[config.mk]
export PLATFORM = sky130hd
export DESIGN_NAME = writeback_arbiter
export DESIGN_NICKNAME = d
export VERILOG_FILES = /design/src/rtl/writeback_arbiter.sv
export SDC_FILE = /design/constraint.sdc
export NUM_CORES = 1
export LEC_CHECK = 0
export ABC_CLOCK_PERIOD_IN_PS = 3100
export CORE_MARGIN = 2
export CORE_UTILIZATION = 45
export CTS_BUF_LIST = sky130_fd_sc_hd__clkbuf_16
export CTS_CLUSTER_DIAMETER = 40
export CTS_CLUSTER_SIZE = 24
export DETAILED_ROUTE_END_ITERATION = 10
export PLACE_DENSITY = 0.76
export SLEW_MARGIN = 20
export SYNTH_ARGS = -nofsm -noshare
export SYNTH_HDL_FRONTEND = slang
export SYNTH_SLANG_ARGS = --single-unit
[constraint.sdc]
create_clock -name clk -period 3.1 [get_ports clk]
set_input_delay 0.62 -clock clk [delete_from_list [all_inputs] [get_ports clk]]
set_output_delay 0.62 -clock clk [all_outputs]
set_load 0.05 [all_outputs]
[src/rtl/writeback_arbiter.sv]
// Writeback arbiter: merges the ALU result path and a FIFO-buffered MEM result path
// onto the single register-file write port, with starvation forcing and a retire counter.
module writeback_arbiter #(
    parameter int DATA_WIDTH   = 32,
    parameter int ADDR_WIDTH   = 5,
    parameter int FIFO_DEPTH   = 2,
    parameter int STARVE_LIMIT = 4
) (
    input  logic                          clk,
    input  logic                          rst_n,
    input  logic                          alu_valid,
    output logic                          alu_ready,
    input  logic [ADDR_WIDTH-1:0]         alu_rd,
    input  logic [DATA_WIDTH-1:0]         alu_data,
    input  logic                          mem_valid,
    output logic                          mem_ready,
    input  logic [ADDR_WIDTH-1:0]         mem_rd,
    input  logic [DATA_WIDTH-1:0]         mem_data,
    output logic [ADDR_WIDTH-1:0]         write_address,
    output logic [DATA_WIDTH-1:0]         write_data,
    output logic                          write_enable,
    output logic [$clog2(FIFO_DEPTH):0]   fifo_count,
    output logic [63:0]                   retire_count
);

    localparam int PTR_W = $clog2(FIFO_DEPTH);
    localparam int CNT_W = PTR_W + 1;
    localparam int STV_W = $clog2(STARVE_LIMIT + 1);
    localparam logic [CNT_W-1:0] DEPTH_C = CNT_W'(FIFO_DEPTH);
    localparam logic [STV_W-1:0] LIMIT_C = STV_W'(STARVE_LIMIT);

    logic [ADDR_WIDTH-1:0] fifo_rd_mem   [FIFO_DEPTH];
    logic [DATA_WIDTH-1:0] fifo_data_mem [FIFO_DEPTH];
    logic [PTR_W-1:0]      wr_ptr_q;
    logic [PTR_W-1:0]      rd_ptr_q;
    logic [STV_W-1:0]      starve_q;

    logic                  fifo_empty;
    logic                  starved;
    logic                  mem_hs;
    logic                  push;
    logic                  pop;
    logic                  vld_p0;
    logic [ADDR_WIDTH-1:0] rd_p0;
    logic [DATA_WIDTH-1:0] data_p0;

    assign fifo_empty = (fifo_count == '0);
    assign starved    = (starve_q == LIMIT_C);
    assign mem_ready  = (fifo_count != DEPTH_C);
    assign alu_ready  = !starved;
    assign mem_hs     = mem_valid && mem_ready;

    // Stage p0: pick at most one result to commit this cycle.
    always_comb begin
        vld_p0  = 1'b0;
        rd_p0   = '0;
        data_p0 = '0;
        push    = 1'b0;
        pop     = 1'b0;
        if (starved) begin
            vld_p0  = 1'b1;
            rd_p0   = fifo_rd_mem[rd_ptr_q];
            data_p0 = fifo_data_mem[rd_ptr_q];
            pop     = 1'b1;
            push    = mem_hs;
        end else if (alu_valid) begin
            vld_p0  = 1'b1;
            rd_p0   = alu_rd;
            data_p0 = alu_data;
            push    = mem_hs;
        end else if (!fifo_empty) begin
            vld_p0  = 1'b1;
            rd_p0   = fifo_rd_mem[rd_ptr_q];
            data_p0 = fifo_data_mem[rd_ptr_q];
            pop     = 1'b1;
            push    = mem_hs;
        end else if (mem_hs) begin
            // Nothing is queued ahead of it, so the MEM result goes straight through.
            vld_p0  = 1'b1;
            rd_p0   = mem_rd;
            data_p0 = mem_data;
        end
    end

    // FIFO payload storage carries no reset; the pointers define what is valid.
    always_ff @(posedge clk) begin
        if (push) begin
            fifo_rd_mem[wr_ptr_q]   <= mem_rd;
            fifo_data_mem[wr_ptr_q] <= mem_data;
        end
    end

    // Stage p1: registered write port and bookkeeping.
    always_ff @(posedge clk or negedge rst_n) begin
        if (!rst_n) begin
            wr_ptr_q      <= '0;
            rd_ptr_q      <= '0;
            fifo_count    <= '0;
            starve_q      <= '0;
            write_enable  <= 1'b0;
            write_address <= '0;
            write_data    <= '0;
            retire_count  <= '0;
        end else begin
            if (push) wr_ptr_q <= wr_ptr_q + PTR_W'(1);
            if (pop)  rd_ptr_q <= rd_ptr_q + PTR_W'(1);
            fifo_count <= fifo_count + {{(CNT_W-1){1'b0}}, push}
                                     - {{(CNT_W-1){1'b0}}, pop};

            if (fifo_empty || pop) begin
                starve_q <= '0;
            end else if (!starved) begin
                starve_q <= starve_q + STV_W'(1);
            end

            write_enable <= vld_p0 && (rd_p0 != '0);
            if (vld_p0) begin
                write_address <= rd_p0;
                write_data    <= data_p0;
            end
            retire_count <= retire_count + {63'b0, vld_p0};
        end
    end

endmodule

==> impl_metrics.tcl, run 1 <==
set metrics [dict create \
    dp_hpwl_um 13170 \
    postCtsHoldBufs 0 \
    dpl_worst_slack_ns 0.06765 \
    via_per_inst 5.588 \
    wl_met2_um 8678 \
    peakVddDrop_mv 0.5808 \
    gp_congestion 0.8553 \
    fin_skew_ns 0.009853 \
    synth-xor-area-share_pct 7.439 \
    antenna_found_initial 1 \
    synthArstFlopShare_pct 59.56 \
    place_area_um2 10040 \
    wl_met1_um 8378 \
    end_kind "flop" \
    syn_area_um2 7889 \
    hold_path.class "in2async" \
    grtUsageTotal_pct 20.81 \
    wl_per_cell_um 18.42 \
    grt_start_max_net_pins 66 \
    period_minus_slack_ns 2.661 \
    drive_gt1_share_pct 8.428 \
    placedCellCount 988 \
    maxSlewViolCount 0 \
    ioPinCount 184 \
    route.detailed.drc 0 \
    cp_num_buf_inv 2 \
    fp.coreArea_um2 17240 \
    synth_edf_count 74 \
    synthTopCellsByArea "dfrtp_1, edfxtp_1, mux2i_1" \
    core.rowCount 48 \
    synthSimpleGateAreaFrac_pct 11.39 \
    finalSetupViolCount 0 \
    synth_cell_types 38 \
    grt_pass1_wl_um 29780 \
    first_iter_violations 236 \
    clock_sinks 183 \
    yosys.area_share.adder_pct 0.9516 \
    syn-num-nets 680 \
    setup_ws_ns 0.4395 \
    clockBufferDepth 2 \
    cp_slowest_stage_delay_ns 0.46 \
    yosysWarnings 0 \
    critPathSlowestCell "nand4_1" \
    synth_compound_area_share_pct 10.75 \
    finalHoldViolations 0 \
    yosys_register_bits 183 \
    vias 5705 \
    drtAntennaViolNets 0 \
    die_x_um 136.4 \
    cts-resized-gates 0 \
    wl_met3_um 1469 \
    die-height_um 136.4 \
    crit_fanout 12 \
    synthMuxAreaShare_pct 4.695 \
    drt-total-wl_um 18810 \
    path_class "reg2reg" \
    cts_root_buf "clkbuf_16" \
    layout.nets 866 \
    cp_top_family "simple AND/OR/NAND/NOR gates" \
    htreeDepth 4 \
    grt_pass1_vias 5715 \
    gr-total-overflow 0 \
    syn_inst 596 \
    crit_chain "inv_1 > ha_1 > and2_1 > nor4_2 > inv_2 > ha_1 > and3_1 > nand4_1 > nor4_1 > xor2_1" \
    cts_tree "done" \
    holdWs_ns 0.2915 \
    crit_top_cell "ha_1" \
    start_util_pct 45.77 \
    yosys.area.top_type_share_pct 34.58 \
    status "completed" \
    rsz0062_at_grt "no" \
    p_leak_uw 0.004212 \
    clock_latency_ns 0.42 \
    required_ns 3.44 \
    ys.flop_type "dfrtp_1" \
    cts_buffers 17 \
    arrival_ns 3.00 \
    clkSlewWorstSetupHoldPaths_ns 0.06 \
    dieArea_um2 18610 \
    fin_area_um2 10570 \
    p_per_area_nw_per_um2 810.5 \
    post-cts-setup-buffers 0 \
    postSynthAreaPerCell_um2 13.24 \
    top_layer_used "met4" \
    port_buffers 183 \
    setup_tns_ns 0 \
    syn2layout_area_growth_pct 33.99 \
    dr.pass1.iters 5 \
    worstMarginPinSlew_ns 1.006 \
    synth_largest_area_cell "dfrtp_1" \
    synth_top_family_by_area "simple AND/OR/NAND/NOR gates" \
    stdcell_count 1021 \
    max_freq_mhz 375.9 \
    max-cap-violations 0 \
    synth.yosys.seq_area_share_pct 62.74 \
    period_share_pct 85.82 \
    cp-start-kind "flop" \
    slew_headroom_pct 32.21 \
]
## where the power goes
group	switching, µW	internal (µW)
Sequential	360	3080
Clock	915	1030
Combinational	1990	1190
Total	3260	5300
## worst reg2reg max path, cell delays in order (launching register included)
cell and delay, ns:
dfrtp_1 0.40, inv_1 0.06, ha_1 0.12, and2_1 0.19, nor4_2 0.08, inv_2 0.09
ha_1 0.25, and3_1 0.29, nand4_1 0.46, nor4_1 0.46, xor2_1 0.18
## through the flow
stage / total power, µW / util, %
floorplan: 5529 / -
global placement: 6606 / 58.23
detailed placement: 6692 / 58.23
CTS: 8651 / 61.31
global route: 8966 / 61.31
finish: 8567 / 61.32
## path summary, 6_finish.rpt
path	endpoint	depth (start not counted)	start	slack (ns)
min in group clk	starve_q[0]$_DFFE_PN0P_	1	starve_q[0]$_DFFE_PN0P_	0.48
setup reg to reg	retire_count[59]$_DFF_PN0_	10	starve_q[0]$_DFFE_PN0P_	0.44
setup / recovery	retire_count[59]$_DFF_PN0_	10	starve_q[0]$_DFFE_PN0P_	0.44
hold / removal	write_data[27]$_DFFE_PN0N_	1	rst_n	0.29
max in group asynchronous	retire_count[35]$_DFF_PN0_	2	rst_n	2.03
hold reg to reg	starve_q[0]$_DFFE_PN0P_	1	starve_q[0]$_DFFE_PN0P_	0.48
## state kept, by name (all words and copies together), names as in the netlist
register / cells
fifo_data_mem: 64
fifo_count: 2
write_enable: 1
retire_count: 64
rd_ptr_q: 1
write_data: 32
wr_ptr_q: 1
starve_q: 3
fifo_rd_mem: 10
write_address: 5
## area by class of cell
class                           count  area [µm²]
Antenna cell                        1       2.502
Clock buffer                       17       425.4
Clock inverter                     15       105.1
Fill cell                        1304        6666
Inverter                           12       45.04
Multi-Input combinational cell    372        2803
Sequential cell                   183        4951
Tap cell                          225       281.5
Timing Repair Buffer              196        1957
## cell usage after synthesis, types with 3 or more instances
cell      count
edfxtp_1     74
nand3_2       3
buf_1         5
nor4_4        3
clkbuf_1     19
a22oi_1      32
mux2i_1      37
ha_1          6
and2_1        3
nor3_1       17
inv_1        11
nand2_1      28
xnor2_1      42
nand3_1      28
o21a_1       33
nor4_2        3
o221ai_1     32
and4_1        3
nand4_1      21
a21o_1        4
xor2_1       25
buf_2         5
and3_1        9
o211ai_1      4
nor4_1        6
dfrtp_1     109
nor2_1       18
## kinds of logic after synthesis
kind of cell,after synthesis
flip-flops,183
XOR/XNOR,67
multiplexers,37
AO/OA/AOI/OAI,109
adder cells (fa/ha/maj),6
AND/OR/NAND/NOR,153
buffers and inverters,41
## layer usage
layer | vias to the layer above | GRT usage [%]
met5 | - | 0
met1 | 2812 | 28.33
met3 | 24 | 4.884
li1 | 2632 | -
met4 | 0 | 6.771
met2 | 237 | 33.11
## cell usage in the layout (no fill, tap or decap), types with 17 or more instances in the layout
master / netlist / routed
xor2_1: 25 / 25
o221ai_1: 32 / 32
edfxtp_1: 74 / 74
nor3_1: 17 / 17
nand2_1: 28 / 28
nand4_1: 21 / 21
xnor2_1: 42 / 42
clkbuf_16: 0 / 17
dfrtp_1: 109 / 108
mux2i_1: 37 / 37
a22oi_1: 32 / 32
o21a_1: 33 / 33
nand3_1: 28 / 28
clkdlybuf4s50_1: 0 / 180
Note: power is estimated with default switching activity, not from simulation.
==> run 2: changes to the inputs <==
--- a/config.mk
+++ b/config.mk
@@ -12,6 +12,7 @@
 export CTS_CLUSTER_DIAMETER = 40
 export CTS_CLUSTER_SIZE = 24
 export DETAILED_ROUTE_END_ITERATION = 10
+export HOLD_SLACK_MARGIN = 0.06
 export PLACE_DENSITY = 0.76
 export SLEW_MARGIN = 20
 export SYNTH_ARGS = -nofsm -noshare
==> results of run 2 <==
No change in the layout: final DEF, timing and power equal those of run 1.
==> run 3: changes to the inputs <==
--- a/config.mk
+++ b/config.mk
@@ -5,7 +5,6 @@
 export SDC_FILE = /design/constraint.sdc
 export NUM_CORES = 1
 export LEC_CHECK = 0
-export ABC_CLOCK_PERIOD_IN_PS = 3100
 export CORE_MARGIN = 2
 export CORE_UTILIZATION = 45
 export CTS_BUF_LIST = sky130_fd_sc_hd__clkbuf_16
==> constraint.sdc (replaced) <==
create_clock -name clk -period 2.3 [get_ports clk]
set_input_delay 0.46 -clock clk [delete_from_list [all_inputs] [get_ports clk]]
set_output_delay 0.46 -clock clk [all_outputs]
set_load 0.05 [all_outputs]
==> run 3 against run 2 <==
Sequential power up 33%. Critical path depth is 8 lower. Hold slack better by 0.15 ns. Wire length grew 3.7%. Combinational power grew 48%. Highest routed layer unchanged.
==> impl_metrics.tcl, run 3 (synthesis results as in run 1) <==
set metrics [dict create \
    hold_path.class "in2reg" \
    max-cap-violations 0 \
    cp-start-kind "flop" \
    clock_latency_ns 0.44 \
    crit_fanout 4 \
    reg_top3 "fifo_data_mem x64, retire_count x64, write_data x32" \
    arrival_ns 1.78 \
    place_area_um2 10390 \
    core.rowCount 48 \
    p_leak_uw 0.004462 \
    cts_buffers 17 \
    port_buffers 183 \
    power_frac_clock_pct 23.1 \
    peakVddDrop_mv 0.7963 \
    route.detailed.drc 0 \
    cp_num_buf_inv 2 \
    worstMarginPinSlew_ns 0.6819 \
    rsz0062_at_grt "yes" \
    fin_area_um2 11030 \
    status "completed" \
    htreeDepth 4 \
    fin_util_pct 64.00 \
    syn2layout_area_growth_pct 39.84 \
    fin_skew_ns 0.01030 \
    grt_start_max_net_pins 65 \
    gp_congestion 0.8711 \
    fp.coreArea_um2 17240 \
    grtUsageTotal_pct 21.69 \
    grt_pass1_vias 6032 \
    end_kind "output port" \
    p_seq_share_pct 37.9 \
    intPower_uw 7535 \
    period_minus_slack_ns 2.237 \
    die-height_um 136.4 \
    drtAntennaViolNets 0 \
    cp.depth 2 \
    power_frac_comb_pct 39.0 \
    antenna_found_initial 1 \
    cts_root_buf "clkbuf_16" \
    finalHoldViolations 0 \
    max_freq_mhz 447.0 \
    finalSetupViolCount 0 \
    clockBufferDepth 2 \
    via_per_inst 5.536 \
    p_per_area_nw_per_um2 1095 \
    required_ns 1.84 \
    ioPinCount 184 \
    layout.nets 905 \
    dr.pass1.iters 4 \
    crit_chain "buf_4 > clkdlybuf4s50_1" \
    clock_sinks 183 \
    drive_gt1_share_pct 14.03 \
    slew_headroom_pct 54.12 \
    start_util_pct 45.77 \
    swShare_pct 37.62 \
    vias 5868 \
    cp_top_family "buffers and inverters" \
    wl_per_cell_um 18.39 \
    drt-total-wl_um 19500 \
    dp_hpwl_um 13800 \
    cp_slowest_stage_delay_ns 0.81 \
    p_switching_uw 4544 \
    cts_tree "done" \
    critPathSlowestCell "clkdlybuf4s50_1" \
    grt_pass1_wl_um 30910 \
    first_iter_violations 312 \
    dieArea_um2 18610 \
    most-common-layout-cells "clkdlybuf4s50_1, dfrtp_1, edfxtp_1" \
    gr-total-overflow 0 \
    hold_path_depth 4 \
    clkSlewWorstSetupHoldPaths_ns 0.07 \
    final_common_cell "clkdlybuf4s50_1" \
    maxSlewViolCount 0 \
    period_share_pct 97.27 \
    worst-r2r-cell-count 12 \
    die_x_um 136.4 \
    path_class "reg2out" \
]
## run 3: worst paths after layout
| check | endpoint | start | slack, ns |
|---|---|---|---|
| max in group asynchronous | rd_ptr_q$_DFFE_PN0P_ | rst_n | 1.14 |
| min reg2reg | write_address[0]$_DFFE_PN0N_ | write_address[0]$_DFFE_PN0N_ | 0.48 |
| min in group asynchronous | write_data[10]$_DFFE_PN0N_ | rst_n | 0.53 |
| min | retire_count[0]$_DFF_PN0_ | alu_valid | 0.44 |
| max reg2reg | retire_count[56]$_DFF_PN0_ | starve_q[0]$_DFFE_PN0P_ | 0.11 |
| max | retire_count[7] | retire_count[7]$_DFF_PN0_ | 0.06 |
## run 3: worst min-delay path: stages
cell and delay, ns:
buf_2 0.12, nor4_4 0.06, inv_2 0.08, ha_4 0.12
## run 3: cell type report
| cell class | instances | area, µm² |
|---|---|---|
| fillers | 1259 | 6205 |
| flip-flops and latches | 183 | 4954 |
| multi-input cells | 372 | 2874 |
| repair buffers | 235 | 2307 |
| clock buffers | 17 | 425.4 |
| well taps | 225 | 281.5 |
| clock inverters | 15 | 142.6 |
| inverters | 12 | 45.04 |
| diodes | 1 | 2.502 |
## run 3: power groups by stage
stage	clock [µW]	combinational [µW]	sequential (µW)
floorplan	0	1560	5950
global placement	0	4590	4600
detailed placement	0	4670	4650
CTS	2850	4680	4580
global route	2970	5000	4660
finish	2790	4710	4580
## run 3: metal layers
metal / up-vias / share of wire (%) / GRT usage [%]
li1: 2704 / - / -
met1: 2932 / 43 / 28.19
met2: 205 / 48 / 35.15
met4: 0 / 1.8 / 7.407
met3: 27 / 7.4 / 6.003
met5: - / 0 / 0
## run 3: per-stage QoR
| stage | std cells | hold slack [ns] | total power (µW) | setup WS [ns] | TNS, ns |
|---|---|---|---|---|---|
| finish | 1060 | 0.4427 | 12080 | 0.06282 | 0 |
| global placement | 1021 | 0.4160 | 9188 | -0.1496 | -1.665 |
| detailed placement | 1021 | 0.4273 | 9315 | -0.1831 | -3.769 |
| floorplan | 596 | 0.1644 | 7512 | -0.2632 | -27.05 |
| CTS | 1054 | 0.4324 | 12110 | 0.01373 | 0 |
| global route | 1059 | 0.4603 | 12620 | -0.03135 | -0.05532 |
## run 3: timing repair
item,4_1_cts,5_1_grt
hold endpoints to repair,28,0
endpoints found under the setup margin,2,46
hold buffers,1,0
gates resized for setup,2,4
setup buffers,0,5
pin swaps,0,5
